File: src/rtl/move_cmd_arbiter.sv
// Arbitrates gravity drops and debounced player buttons onto one valid/ready move-command port.
// Optional left/right auto-repeat is built when MOVE_AUTOREPEAT_EN is defined.
module move_cmd_arbiter #(
  parameter int REPEAT_DELAY  = 30,
  parameter int REPEAT_PERIOD = 10,
  parameter int GRAV_MAX      = 3
) (
  input  logic       clk,
  input  logic       reset,
  input  logic       en_i,
  input  logic       left_i,
  input  logic       right_i,
  input  logic       rot_r_i,
  input  logic       rot_l_i,
  input  logic       grav_tick_i,
  input  logic       cmd_ready_i,
  output logic       cmd_valid_o,
  output logic [2:0] cmd_o,
  output logic       grav_overflow_o
);

  // state | meaning
  // IDLE  | no command offered; picks a winner when anything is pending
  // OFFER | cmd_o held stable with cmd_valid_o high until accepted or en_i drops
  typedef enum logic {IDLE, OFFER} state_t;

  localparam logic [2:0] CMD_DROP = 3'd0;
  localparam int GW = (GRAV_MAX < 2) ? 1 : $clog2(GRAV_MAX + 1);

  state_t state, state_n;
  logic [2:0] cmd_r, cmd_n;
  logic [1:0] ptr, ptr_n;

  logic [3:0] raw, sync1, sync2, prev, rise;
  logic [3:0] pend, pend_set, pend_clr, repeat_evt;
  logic [GW-1:0] grav_cnt;
  logic grav_ovf;

  logic accept, drop_acc, grav_pend, any_req;
  logic [2:0] winner;
  logic [1:0] user_idx;

  assign raw = {rot_l_i, rot_r_i, right_i, left_i};

  always_ff @(posedge clk or posedge reset) begin
    if (reset) begin
      sync1 <= '0;
      sync2 <= '0;
      prev  <= '0;
    end else begin
      sync1 <= raw;
      sync2 <= sync1;
      prev  <= sync2;
    end
  end

  assign rise = sync2 & ~prev;

`ifdef MOVE_AUTOREPEAT_EN
  localparam int RW = $clog2(REPEAT_DELAY + 1);
  logic [RW-1:0] hold_l, hold_r;
  logic [1:0] rpt;

  // Event fires on the edge the hold count would reach REPEAT_DELAY.
  assign rpt[0] = en_i & sync2[0] & (hold_l == RW'(REPEAT_DELAY - 1));
  assign rpt[1] = en_i & sync2[1] & (hold_r == RW'(REPEAT_DELAY - 1));

  always_ff @(posedge clk or posedge reset) begin
    if (reset) begin
      hold_l <= '0;
      hold_r <= '0;
    end else begin
      if (!en_i || !sync2[0])
        hold_l <= '0;
      else if (rpt[0])
        hold_l <= RW'(REPEAT_DELAY - REPEAT_PERIOD);
      else
        hold_l <= hold_l + 1'b1;
      if (!en_i || !sync2[1])
        hold_r <= '0;
      else if (rpt[1])
        hold_r <= RW'(REPEAT_DELAY - REPEAT_PERIOD);
      else
        hold_r <= hold_r + 1'b1;
    end
  end

  assign repeat_evt = {2'b00, rpt};
`else
  assign repeat_evt = '0;
`endif

  assign accept    = (state == OFFER) & cmd_ready_i;
  assign drop_acc  = accept & (cmd_r == CMD_DROP);
  assign user_idx  = 2'(cmd_r - 3'd1);
  assign pend_set  = rise | repeat_evt;
  assign pend_clr  = (accept && cmd_r != CMD_DROP) ? (4'b0001 << user_idx) : 4'b0000;
  assign grav_pend = (grav_cnt != '0);
  assign any_req   = grav_pend | (|pend);

  // Set wins over clear so a re-press during acceptance is not lost.
  always_ff @(posedge clk or posedge reset) begin
    if (reset)
      pend <= '0;
    else if (!en_i)
      pend <= '0;
    else
      pend <= (pend & ~pend_clr) | pend_set;
  end

  always_ff @(posedge clk or posedge reset) begin
    if (reset) begin
      grav_cnt <= '0;
      grav_ovf <= 1'b0;
    end else if (!en_i) begin
      grav_cnt <= '0;
    end else if (grav_tick_i && !drop_acc) begin
      if (grav_cnt == GW'(GRAV_MAX))
        grav_ovf <= 1'b1;
      else
        grav_cnt <= grav_cnt + 1'b1;
    end else if (!grav_tick_i && drop_acc) begin
      grav_cnt <= grav_cnt - 1'b1;
    end
  end

  always_comb begin
    logic       found;
    logic [1:0] idx;
    winner = CMD_DROP;
    found  = grav_pend;
    idx    = '0;
    for (int i = 1; i <= 4; i++) begin
      idx = ptr + 2'(i);
      if (!found && pend[idx]) begin
        winner = {1'b0, idx} + 3'd1;
        found  = 1'b1;
      end
    end
  end

  always_ff @(posedge clk or posedge reset) begin
    if (reset) begin
      state <= IDLE;
      cmd_r <= CMD_DROP;
      ptr   <= 2'd3;
    end else begin
      state <= state_n;
      cmd_r <= cmd_n;
      ptr   <= ptr_n;
    end
  end

  always_comb begin
    state_n = state;
    cmd_n   = cmd_r;
    ptr_n   = ptr;
    case (state)
      IDLE: begin
        if (en_i && any_req) begin
          state_n = OFFER;
          cmd_n   = winner;
        end
      end
      OFFER: begin
        if (!en_i) begin
          state_n = IDLE;
        end else if (accept) begin
          state_n = IDLE;
          if (cmd_r != CMD_DROP)
            ptr_n = user_idx;
        end
      end
      default: state_n = IDLE;
    endcase
  end

  assign cmd_valid_o     = (state == OFFER);
  assign cmd_o           = cmd_r;
  assign grav_overflow_o = grav_ovf;

endmodule

File: config.mk
export PLATFORM = sky130hd
export DESIGN_NAME = move_cmd_arbiter
export DESIGN_NICKNAME = d
export VERILOG_FILES = /design/src/rtl/move_cmd_arbiter.sv
export SDC_FILE = /design/constraint.sdc
export NUM_CORES = 1
export LEC_CHECK = 0
export CAP_MARGIN = 20
export CORE_UTILIZATION = 60
export DETAILED_ROUTE_END_ITERATION = 8
export DONT_BUFFER_PORTS = 1
export GPL_ROUTABILITY_DRIVEN = 0
export GPL_TIMING_DRIVEN = 1
export PLACE_DENSITY = 0.86
export SLEW_MARGIN = 5
export SYNTH_ARGS = -nofsm -noshare
export SYNTH_HDL_FRONTEND = slang
export SYNTH_SLANG_ARGS = --single-unit
export TNS_END_PERCENT = 10
File: constraint.sdc
create_clock -name clk -period 3.5 [get_ports clk]
set_input_delay 0.7 -clock clk [delete_from_list [all_inputs] [get_ports clk]]
set_output_delay 0.7 -clock clk [all_outputs]
set_load 0.02 [all_outputs]
* Word level (Yosys, flattened, before mapping) *
Index checks and enable logic that the tools add are counted.

storage, ports and cells
  register bits after elaboration = 25
  word-level logic and storage cells = 83
  input bits = 9

operators by class
  reductions and logical operators = 22
  multiplexer cells = 25
  $add $sub $neg = 10
  equal/unequal tests = 3
  bitwise gates (word level) = 9
  magnitude comparators = 4
  shifts and indexed selects = 1

operators with widths
  cell                   number
  $add A2 B1 Y3 const B  4
  $lt A2 B3 Y1 const B   4
  $mux W3                4
  $mux W1                10
  $and A4 B4 Y4          2
  $bmux W1 S2            4
  $logic_and A1 B1 Y1    8
  $mux W2                4
  $mux W4                2
  $not A4 Y4             2
  $logic_not A1 Y1       6
  $add A2 B1 Y2 const B  2
  $add A2 B2 Y2 const B  2
  $or A4 B4 Y4           1
  $reduce_and A2 Y1      2
  $reduce_and A4 Y1      1
  $reduce_or A4 Y1       1
  $shl A1 B2 Y4 const A  1
  $sub A2 B1 Y2 const B  2
  $logic_not A3 Y1       1
  $ne A3 B1 Y1 const B   1
  $ne A3 B3 Y1 const B   1
  $reduce_and A3 Y1      1
  $reduce_bool A3 Y1     1
  other kinds (6)        7

* Logic depth before layout (Yosys ltp) *
Gate-level depths: netlist (run 1).

  depth in word-level cells = 14
  depth in mapped cells = 9
  gate-level depth less buffers = 6

* Worst setup path after synthesis (run 1) *
OpenSTA, ideal clock, no wires.

  kind = reg2reg
  start = register ptr[0]
  end = register cmd_r[1], in the netlist cmd_o[1]
  path slack = 1065 ps
  required time = 3378 ps
  cell stages (with the launch flop) = 10
  period minus slack after synthesis = 2435 ps
  data arrival time = 2313 ps
  path buffers = 3
  path through = dfstp_2 buf_6 buf_2 inv_1 ha_1 clkbuf_1 mux4_2 mux2i_1 o311a_1 a2bb2oi_1

between the ends
  word-level cells in the longest chain between the ends = 14
  elaborated cells on any way between the ends = 29
  classes of those cells = add/sub: 7; mux: 15; reduce/logical: 7

RTL lines
  item                           line  RTL
  start, declared                32    logic [1:0] ptr, ptr_n;
  start signal, assigned         150   ptr <= ptr_n;
  $add A2 B1 Y2                  134   idx = ptr + 2'(i);
  $bmux W1 S2                    135   if (!found && pend[idx]) begin
  $mux W1 (implied by the code)  135
  $logic_and A1 B1 Y1            135
  $mux W1                        135
  $logic_not A1 Y1               135
  $logic_and A1 B1 Y1            135
  $mux W1                        135
  $logic_not A1 Y1               135
  $logic_and A1 B1 Y1            135
  $mux W1                        135
  $logic_not A1 Y1               135
  $logic_and A1 B1 Y1            135
  $mux W3 (*)                    135
  end signal, assigned           149   cmd_r <= cmd_n;
  end, declared                  31    logic [2:0] cmd_r, cmd_n;

Mark *: on every way between the ends. The rest lies on a longest branch, timed or not. The select of a mux whose other input is x is not followed.
A chain may end at the register's enable or synchronous reset.

* Final worst setup path (run 1) *
Same ends and word-level chain as after synthesis.

==> metrics, run 1 <==
run status=finished clean; kind of launch point of the worst setup path=register; clock tree from TritonCTS=yes; count of flip-flops with a built-in enable after synthesis=0; clock input transition at the sequential cells of the worst setup and hold paths=0.15 ns; FF-to-FF path depth=6; peak fanout along the critical path=19; detailed-routed wire length on met2=1.17 mm; FFs w/ async S/R, synth=100%; initial cell density of the core=66.4%; number of distinct library cell variants in the gate-level netlist after synthesis=43; Static Leak=0.615 nW; GRT Total Usage=22.3%; initial antenna violation count=0; remaining global-route overflow=0; number of clock sinks seen by CTS=25; IO Port Bufs=0; Synth area leader=dfrtp_1; post-CTS setup-driven buffer insertion count=0; Reg2Reg Capture Point=cmd_o[1]$_DFFE_PP0P_; wire length on met3=160 µm; uppermost layer routed=met4; Seq/Total Area, Yosys=45.9%; number of maximum-capacitance constraint violations=0; final design area excluding fillers=1400 µm²; Mapped Nets=137; Post-Route M1 WL=1.05 mm; synthesized netlist cell count=120; most frequent cell after synthesis=dfrtp_1; Critical R2R Launch=ptr[0]$_DFFE_PP1P_; power density relative to cell area=690 nW/µm²; number of synthesized register bits=25; worst-case hold path end point=sync2[1]$_DFF_PP0_; post-detail-place hpwl=1.79 mm; cell types with the largest area share after synthesis=dfrtp_1 (42%), ha_1 (7.3%), mux4_2 (4.9%), dfstp_2 (3.8%), mux2i_1 (2.9%); first-pass iteration count of the detailed router=5; Diodes inserted=0; Clock Path Buffers=2; layout net count=136; routed vias=934; Worst setup EP type=register; Routed wire per std cell=16.7 µm; data required time of the worst path=3.74 ns; maximum number of pins on one net before global-route repair=26; crit path time final=2.40 ns; filler-free cell count of the finished design=145; master cell of the clock root buffer=clkbuf_4; DIE WIDTH=49.8 µm; num ports=14; vias in the first global route=901; y dimension of the die=49.8 µm; mean number of vias per cell=6.44; share of cells above drive strength 1=9.32%; number of cells after detailed placement=141; total power of the final layout=0.964 mW; total wirelength of the detailed-routed design=2.42 mm; Setup Crit Path Kind=reg -> reg; number of cells upsized or downsized after cts=0; setup slack of the most critical reg-to-reg path=1.10 ns; launch point of the worst hold path=sync1[1]$_DFF_PP0_; Hold WS=0.367 ns; number of setup violations in the final report=0; total DRC errors in the routed layout=0; final worst-path cycle share=68.7%; FP Rows=16; worst slack at placement=1.11 ns; proportion of netlist area held by the largest area contributor=42.0%; average instance area after synthesis=11.4 µm²; worst hold path type=reg -> reg; Mapped Area=1370 µm²; Worst Hold Path Cells=0; Max VDD drop=0.000435 V; synth warn=0; Max Clk Rate=416 MHz; Synth Flop Type=dfrtp_1; number of hold-repair buffers added at the cts stage=0; Final Worst Setup Slack=1.10 ns; clock insertion delay at the later pin of the skew report=0.33 ns; area added between synthesis and finish=2.10%; Finished Core Util=67.8%; DR iter-0 viols=37; pins over their slew limit=0; unrepaired setup endpoints after global routing=false; CTS Buf Count=3; total core area=2060 µm²; actual transition at the worst max-transition pin=0.907 ns; final-report hold violation count=0; Antenna Violating Nets Remaining=0; setup skew after layout=0.0123 ns; CP Data Arrival Time=2.64 ns; most frequent cells after synthesis=dfrtp_1 (23), ha_1 (8), nand2_1 (7), inv_1 (6), nor2b_1 (6); area of placed instances=1370 µm²; full die area=2480 µm²; headroom to the max-slew limit=39.4%; summed negative setup slack over all endpoints=0 ns; wire length of the first global-routing pass=4.11 mm; maximum level of the CTS H-tree=1
[critical path, stage by stage, from the launching register on]
cell and delay (ns):
dfstp_2 0.78, inv_1 0.13, ha_1 0.43, mux4_2 0.39
mux2i_1 0.15, o311a_1 0.30, a2bb2oi_1 0.15
[worst max path at each step]
stage	from	endpoint	slack (ns)	cells past startpoint
finish	ptr[0]$_DFFE_PP1P_	cmd_o[1]$_DFFE_PP0P_	1.10	6
global route	ptr[0]$_DFFE_PP1P_	cmd_o[1]$_DFFE_PP0P_	0.91	6
CTS	ptr[0]$_DFFE_PP1P_	cmd_o[1]$_DFFE_PP0P_	1.10	6
detailed placement	ptr[0]$_DFFE_PP1P_	cmd_o[1]$_DFFE_PP0P_	1.11	6
global placement	ptr[0]$_DFFE_PP1P_	cmd_o[1]$_DFFE_PP0P_	1.23	6
floorplan	ptr[0]$_DFFE_PP1P_	cmd_o[1]$_DFFE_PP0P_	1.07	9
[metal layers]
layer	up-vias	GRT usage (%)
met3	4	6.17
met5	-	0
li1	438	-
met1	455	29.8
met4	0	5.71
met2	37	35.6
[layout by cell type, fill, tap and decap left out, drive strengths merged, types with 5 or more instances in the layout]
cell type and n:
dfrtp 23, ha 8, inv 7, nand2 7, nor2b 6, o211ai 5
[cell type report]
class	count	area, µm²
multi-input combinational	83	682
fill	145	664
sequential	25	628
tap	27	33.8
clock buffer	3	22.5
inverter	6	22.5
clock inverter	1	8.76
[report_power, final]
| group | switching (mW) | internal [mW] |
|---|---|---|
| registers | 0.123 | 0.345 |
| logic | 0.178 | 0.181 |
| clock network | 0.0908 | 0.0466 |
[cells by family (layout without fill, tap and decap cells)]
| logic type | after synthesis | count (layout) | share of synthesized area, % |
|---|---|---|---|
| muxes | 8 | 8 | 9.78 |
| adders and majority gates | 8 | 8 | 7.31 |
| and+or+nand+nor | 34 | 34 | 14.8 |
| buffers and inverters | 12 | 10 | 4.30 |
| xor gates and xnor gates | 1 | 1 | 0.640 |
| DFF | 25 | 25 | 45.9 |
| AOI/OAI and AO/OA | 32 | 32 | 17.3 |
[flip-flops by register name, indices dropped and copies added (netlist names)]
| name | flops |
|---|---|
| ptr | 2 |
| pend | 4 |
| grav_overflow_o | 1 |
| cmd_o | 3 |
| sync2 | 4 |
| sync1 | 4 |
| cmd_valid_o | 1 |
| prev | 4 |
| grav_cnt | 2 |
Note: power is estimated with default switching activity, not from simulation.
==> run 2, diff against run 1 <==
Settings changed: ABC_AREA from default to 1, CORE_UTILIZATION 60 to 55, PLACE_DENSITY 0.86 to 0.83.
Clock period 3.5 ns to 2 ns, I/O delays scaled along.
==> run 2 against run 1 <==
Compared with the run above: synthesized cell count grew 27%; via count rose by 8.0%; critical endpoint is now cmd_o[0]$_DFFE_PP0P_; area after synthesis shrank 4.4%; first-iteration DRC count rose by 11%; sequential share of layout area shrank 0.87 points; design area grew 2.0%.
==> metrics, run 2 <==
run status=finished clean; post-detail-place hpwl=1.87 mm (+4.7%); Layout fillers=182 (+26%); first-pass iteration count of the detailed router=4 (-1); unrepaired setup endpoints after global routing=false; y dimension of the die=50.8 µm (+2.0%); proportion of netlist area held by the largest area contributor=44.0% (+1.9 points); number of distinct library cell variants in the gate-level netlist after synthesis=25 (-42%); synth warn=0 (unchanged); CP Data Arrival Time=2.10 ns (-0.54 ns); vias in the first global route=1002 (+11%); number of setup violations in the final report=0 (unchanged); power density relative to cell area=1370 nW/µm² (+99%); final-report hold violation count=0 (unchanged); GRT Total Usage=20.8% (-1.5 points); Clock Path Buffers=2 (unchanged); maximum level of the CTS H-tree=1 (unchanged); wire length of the first global-routing pass=4.00 mm (-2.7%); Antenna Violating Nets Remaining=0 (unchanged); routed vias=1009 (+8.0%); Setup Crit Path Kind=reg -> reg; FFs w/ async S/R, synth=100% (unchanged); data required time of the worst path=2.26 ns (-1.48 ns); setup skew after layout=0.0114 ns (-0.000844 ns); commonest non-fill, non-tap cells in the layout=nand2_1 (34), inv_1 (24), dfrtp_1 (23); headroom to the max-slew limit=68.5% (+29 points); Synth area leader=dfrtp_1; total DRC errors in the routed layout=0 (unchanged); worst hold path type=in -> reg; pins over their slew limit=0 (unchanged); full die area=2580 µm² (+4.1%); Routed wire per std cell=12.8 µm (-23%); layout net count=179 (+32%); maximum number of pins on one net before global-route repair=15 (-42%); Mapped Nets=169 (+23%); cell types with the largest area share after synthesis=dfrtp_1 (44%), nand2_1 (9.8%), ha_1 (7.6%), inv_1 (6.9%), nand3_1 (6.1%); Seq/Total Area, Yosys=48.0% (+2.1 points); average instance area after synthesis=8.61 µm² (-25%); Synth Flop Type=dfrtp_1; synthesized netlist cell count=152 (+27%); summed negative setup slack over all endpoints=0 ns (unchanged); area used by multi-input combinational logic=584 µm² (-14%); most frequent cell after synthesis=nand2_1; FP Rows=17 (+1); master cell of the clock root buffer=clkbuf_4; worst slack at placement=0.0391 ns (-1.07 ns); DR iter-0 viols=41 (+11%); DIE WIDTH=50.8 µm (+2.0%); share of cells above drive strength 1=17.4% (+8.1 points); most frequent cells after synthesis=nand2_1 (34), inv_1 (24), dfrtp_1 (23), nand3_1 (16), nor2_1 (11); num ports=14 (unchanged); most common library cell in the layout ignoring fill and taps=nand2_1; number of synthesized register bits=25 (unchanged); crit path time final=1.84 ns (-0.566 ns); Max Clk Rate=544 MHz (+31%); clock insertion delay at the later pin of the skew report=0.31 ns (-0.02 ns); number of maximum-capacitance constraint violations=0 (unchanged); final worst-path cycle share=91.9% (+23 points); mean number of vias per cell=5.34 (-17%); CTS Buf Count=3 (unchanged); Reg area=628 µm² (unchanged); initial cell density of the core=58.6% (-7.8 points); Static Leak=0.733 nW (+19%); number of clock sinks seen by CTS=25 (unchanged); peak fanout along the critical path=6 (-13); count of flip-flops with a built-in enable after synthesis=0 (unchanged); Max VDD drop=0.000936 V (+120%); Diodes inserted=0 (unchanged); Mapped Area=1310 µm² (-4.4%); area added between synthesis and finish=8.89%; total wirelength of the detailed-routed design=2.43 mm (+0.37%); IO Port Bufs=0 (unchanged); clock input transition at the sequential cells of the worst setup and hold paths=0.13 ns (-0.02 ns); remaining global-route overflow=0 (unchanged); clock tree from TritonCTS=yes; actual transition at the worst max-transition pin=0.473 ns (-0.435 ns); kind of launch point of the worst setup path=register; Worst setup EP type=register; Final Worst Setup Slack=0.161 ns (-0.934 ns); total core area=2230 µm² (+8.3%); initial antenna violation count=0 (unchanged)
[run 2: changes by cell type in the layout (fill, tap and decap cells not counted), sizes merged, moves of 4 or more]
cell / delta
mux4: -4
mux2i: -4
nand3: +17
nand2: +34
nor2b: -6
a21boi: -4
inv: +19
buf: +5
nand2b: -4
nor2: +11
[run 2: what timing repair did]
| action | CTS | global route |
|---|---|---|
| buffers inserted | 0 | 1 |
| setup endpoints to repair | 0 | 3 |
| hold buffers | 1 | 0 |
| hold endpoints to repair | 12 | 0 |
| gates resized for setup | 0 | 3 |
[run 2: report_power, final]
group          internal [mW]  leakage, nW  switching (mW)  total (mW)
sequential             0.611        0.299           0.116       0.727
combinational          0.372        0.416           0.647        1.02
clock                 0.0746       0.0177           0.138       0.213
total                   1.06        0.733           0.902        1.96
[run 2: logic make-up (layout without fill, tap and decap cells)]
family	after synthesis	count (layout)	share of synthesized area (%)
simple gates	75	75	27.5
buf+inv	27	36	8.70
fa+ha+maj	8	8	7.65
compound gates	16	16	7.46
flops	25	25	48.0
xor+xnor	1	1	0.669
[run 2: stage by stage]
stage	total power, mW	cells	cell area, µm²	hold WS (ns)	util (%)
6_report	1.96	189	1430	0.0981	63.8
5_1_grt	2.10	189	1430	0.0751	63.8
4_1_cts	1.89	188	1400	0.0886	62.7
3_5_place_dp	1.67	183	1360	0.328	61.0
3_3_place_gp	1.60	183	1360	0.316	61.0
2_1_floorplan	1.46	152	1310	0.331	-
[run 2: layout make-up]
type | instances | share of cell area, %
sequential | 25 | 44.1
multi-input combinational | 100 | 41.0
inverter | 26 | 7.20
timing repair buffer | 6 | 3.34
tap | 28 | 2.46
clock buffer | 3 | 1.58
clock inverter | 1 | 0.351
[run 2: final timing paths]
check / start / endpoint / slack (ns) / cells past startpoint
worst max-delay path: ptr[1]$_DFFE_PP1P_ / cmd_o[0]$_DFFE_PP0P_ / 0.16 / 11
worst min-delay path: rot_l_i / sync1[3]$_DFF_PP0_ / 0.1 / 0
worst max register to register: ptr[1]$_DFFE_PP1P_ / cmd_o[0]$_DFFE_PP0P_ / 0.16 / 11
worst min register to register: sync1[0]$_DFF_PP0_ / sync2[0]$_DFF_PP0_ / 0.36 / 0
max in group asynchronous: reset / ptr[0]$_DFFE_PP1P_ / 0.85 / 3
min in group asynchronous: reset / prev[3]$_DFF_PP0_ / 0.52 / 2
[run 2: worst max-delay path: stages, from the launching register on]
cell and delay (ns):
dfstp_2 0.58, inv_1 0.11, ha_4 0.26, inv_1 0.08, nand3_2 0.10, nand2_2 0.10
nand2_2 0.06, nor2_4 0.15, nand3_1 0.11, nand3_1 0.08, nand3_1 0.09, nand2_1 0.08
[run 2: metal layers]
metal / vias to the layer above / routed length, µm / global-route usage (%) / part of all wire [%]
li1: 498 / - / - / -
met4: 0 / 49 / 11.6 / 2.0
met1: 466 / 1090 / 25.9 / 45
met3: 9 / 83 / 1.52 / 3.4
met2: 36 / 1200 / 35.6 / 49
met5: - / 0 / 0 / 0
==> run 3, diff against run 2 <==
Settings changed: PLACE_DENSITY 0.83 to 0.69.
==> run 3 against run 2 <==
Compared with the run above: worst setup slack improved by 0.031 ns; wire length decreased by 2.3%; register-to-register slack improved by 0.03 ns; die area unchanged; first-iteration DRC count decreased by 59%; global-route usage increased by 0.43 points; clock-buffer cell count unchanged; sequential power increased by 0.8%; clock skew decreased by 0.0077 ns; critical path depth unchanged.
==> metrics, run 3 (synthesized netlist as in run 2, its figures left out) <==
run status=finished clean; DR iter-0 viols=17 (-59%); buffering stage count on the worst path with inverters included=2 (unchanged); Routed wire per std cell=12.7 µm (-1.2%); setup skew after layout=0.00369 ns (-0.00775 ns); most frequent CP cell=nor2_1; series of cell instances along the critical path=inv_1 > ha_4 > inv_1 > nand3_2 > nand2_2 > nand3_1 > nor2_1 > nor2_1 > nand2_1 > nor2_1 > nor2_1; crit path time final=1.81 ns (-0.0309 ns); maximum level of the CTS H-tree=1 (unchanged); total wirelength of the detailed-routed design=2.37 mm (-2.3%); full die area=2580 µm² (unchanged); number of cells upsized or downsized after cts=0 (unchanged); Worst setup EP type=register; number of clock sinks seen by CTS=25 (unchanged); Layout fillers=186 (+2.2%); Critical R2R Launch=ptr[1]$_DFFE_PP1P_; vias in the first global route=938 (-6.4%); layout net count=177 (-1.1%); number of hold-repair buffers added at the cts stage=0 (-1); CP Data Arrival Time=2.03 ns (-0.07 ns); total DRC errors in the routed layout=0 (unchanged); final design area excluding fillers=1400 µm² (-1.6%); Reg area=628 µm² (unchanged); area used by multi-input combinational logic=579 µm² (-0.86%); post-detail-place hpwl=1.81 mm (-3.3%); clock input transition at the sequential cells of the worst setup and hold paths=0.13 ns (about the same); area of placed instances=1360 µm² (unchanged); kind of launch point of the worst setup path=register; remaining global-route overflow=0 (unchanged); Static Leak=0.723 nW (-1.4%); unrepaired setup endpoints after global routing=false; y dimension of the die=50.8 µm (unchanged); peak fanout along the critical path=6 (unchanged); total core area=2230 µm² (unchanged); maximum number of pins on one net before global-route repair=26 (+11); actual transition at the worst max-transition pin=0.302 ns (-0.171 ns); critical path's largest stage delay=0.60 ns (+0.02 ns); number of setup violations in the final report=0 (unchanged); DIE WIDTH=50.8 µm (unchanged); share of cells above drive strength 1=16.4% (-1.0 points); headroom to the max-slew limit=79.8% (+11 points); data required time of the worst path=2.22 ns (-0.04 ns); pins over their slew limit=0 (unchanged); total power of the final layout=1.91 mW (-2.3%); initial antenna violation count=0 (unchanged); setup slack of the most critical reg-to-reg path=0.19 ns (+0.03 ns); summed negative setup slack over all endpoints=0 ns (unchanged); Reg2Reg Capture Point=cmd_o[2]$_DFFE_PP0P_; clock insertion delay at the later pin of the skew report=0.31 ns (about the same); final worst-path cycle share=90.4% (-1.5 points); first-pass iteration count of the detailed router=4 (unchanged); FP Rows=17 (unchanged); power density relative to cell area=1360 nW/µm² (-0.73%); routed vias=966 (-4.3%); worst hold path type=in -> async; Max VDD drop=0.000723 V (-23%); number of maximum-capacitance constraint violations=0 (unchanged); FF-to-FF path depth=11 (unchanged); CTS Buf Count=3 (unchanged); Antenna Violating Nets Remaining=0 (unchanged); num ports=14 (unchanged); filler-free cell count of the finished design=187 (-1.1%); initial cell density of the core=58.6% (unchanged); highest-delay cell along the critical path=dfstp_2; Setup Crit Path Kind=reg -> reg; Max Clk Rate=553 MHz (+1.7%); area added between synthesis and finish=7.17%; wire length of the first global-routing pass=4.00 mm (+0.18%); gate family responsible for the most delay along the worst path=simple AND/OR/NAND/NOR gates; number of cells after detailed placement=183 (unchanged); final-report hold violation count=0 (unchanged); commonest non-fill, non-tap cells in the layout=nand2_1 (34), inv_1 (24), dfrtp_1 (23); Diodes inserted=0 (unchanged); Clock Path Buffers=2 (unchanged); clock tree from TritonCTS=yes; IO Port Bufs=0 (unchanged); post-CTS setup-driven buffer insertion count=0 (unchanged); mean number of vias per cell=5.17 (-3.2%); GRT Total Usage=21.2% (+0.43 points); master cell of the clock root buffer=clkbuf_4; most common library cell in the layout ignoring fill and taps=nand2_1
-- run 3: cell types whose count changed in the layout (fill, tap and decap cells not counted), sizes merged --
cell / change
dlygate4sd3: -1
buf: -1
-- run 3: worst max-delay path by stage --
| stage | slack (ns) | from | to | cells after the start |
|---|---|---|---|---|
| 2_1_floorplan | 0.19 | ptr[0]$_DFFE_PP1P_ | cmd_o[2]$_DFFE_PP0P_ | 12 |
| 3_3_place_gp | 0.20 | ptr[1]$_DFFE_PP1P_ | cmd_o[0]$_DFFE_PP0P_ | 11 |
| 3_5_place_dp | 0.12 | ptr[1]$_DFFE_PP1P_ | cmd_o[0]$_DFFE_PP0P_ | 11 |
| 4_1_cts | 0.09 | ptr[1]$_DFFE_PP1P_ | cmd_o[0]$_DFFE_PP0P_ | 11 |
| 5_1_grt | 0.08 | ptr[1]$_DFFE_PP1P_ | cmd_o[2]$_DFFE_PP0P_ | 10 |
| 6_report | 0.19 | ptr[1]$_DFFE_PP1P_ | cmd_o[2]$_DFFE_PP0P_ | 11 |
-- run 3: where the power goes --
part / internal, mW / switching (mW) / total [mW]
Sequential: 0.611 / 0.122 / 0.733
Combinational: 0.355 / 0.608 / 0.963
Clock: 0.0747 / 0.143 / 0.218
Total: 1.04 / 0.873 / 1.91
-- run 3: final cells by class --
cell class | instances | share of cell area, %
Inverter | 26 | 7.31
Sequential cell | 25 | 44.8
Clock buffer | 3 | 1.61
Clock inverter | 1 | 0.357
Timing Repair Buffer | 4 | 2.14
Tap cell | 28 | 2.50
Multi-Input combinational cell | 100 | 41.3
-- run 3: per-layer routing --
layer / global-route usage, % / vias to the layer above / wire length (µm)
met5: 0 / - / 0
met4: 8.33 / 0 / 17
met3: 2.73 / 2 / 41
met2: 37.6 / 9 / 1220
met1: 26.0 / 464 / 1100
li1: - / 491 / -
-- run 3: per-stage QoR --
step / setup WS (ns) / hold WS (ns) / utilization (%)
5_1_grt: 0.0783 / 0.00270 / 62.8
2_1_floorplan: 0.189 / 0.331 / -
4_1_cts: 0.0934 / 0.00499 / 62.2
3_3_place_gp: 0.196 / 0.333 / 61.0
6_report: 0.192 / 0.00128 / 62.8
3_5_place_dp: 0.118 / 0.336 / 61.0
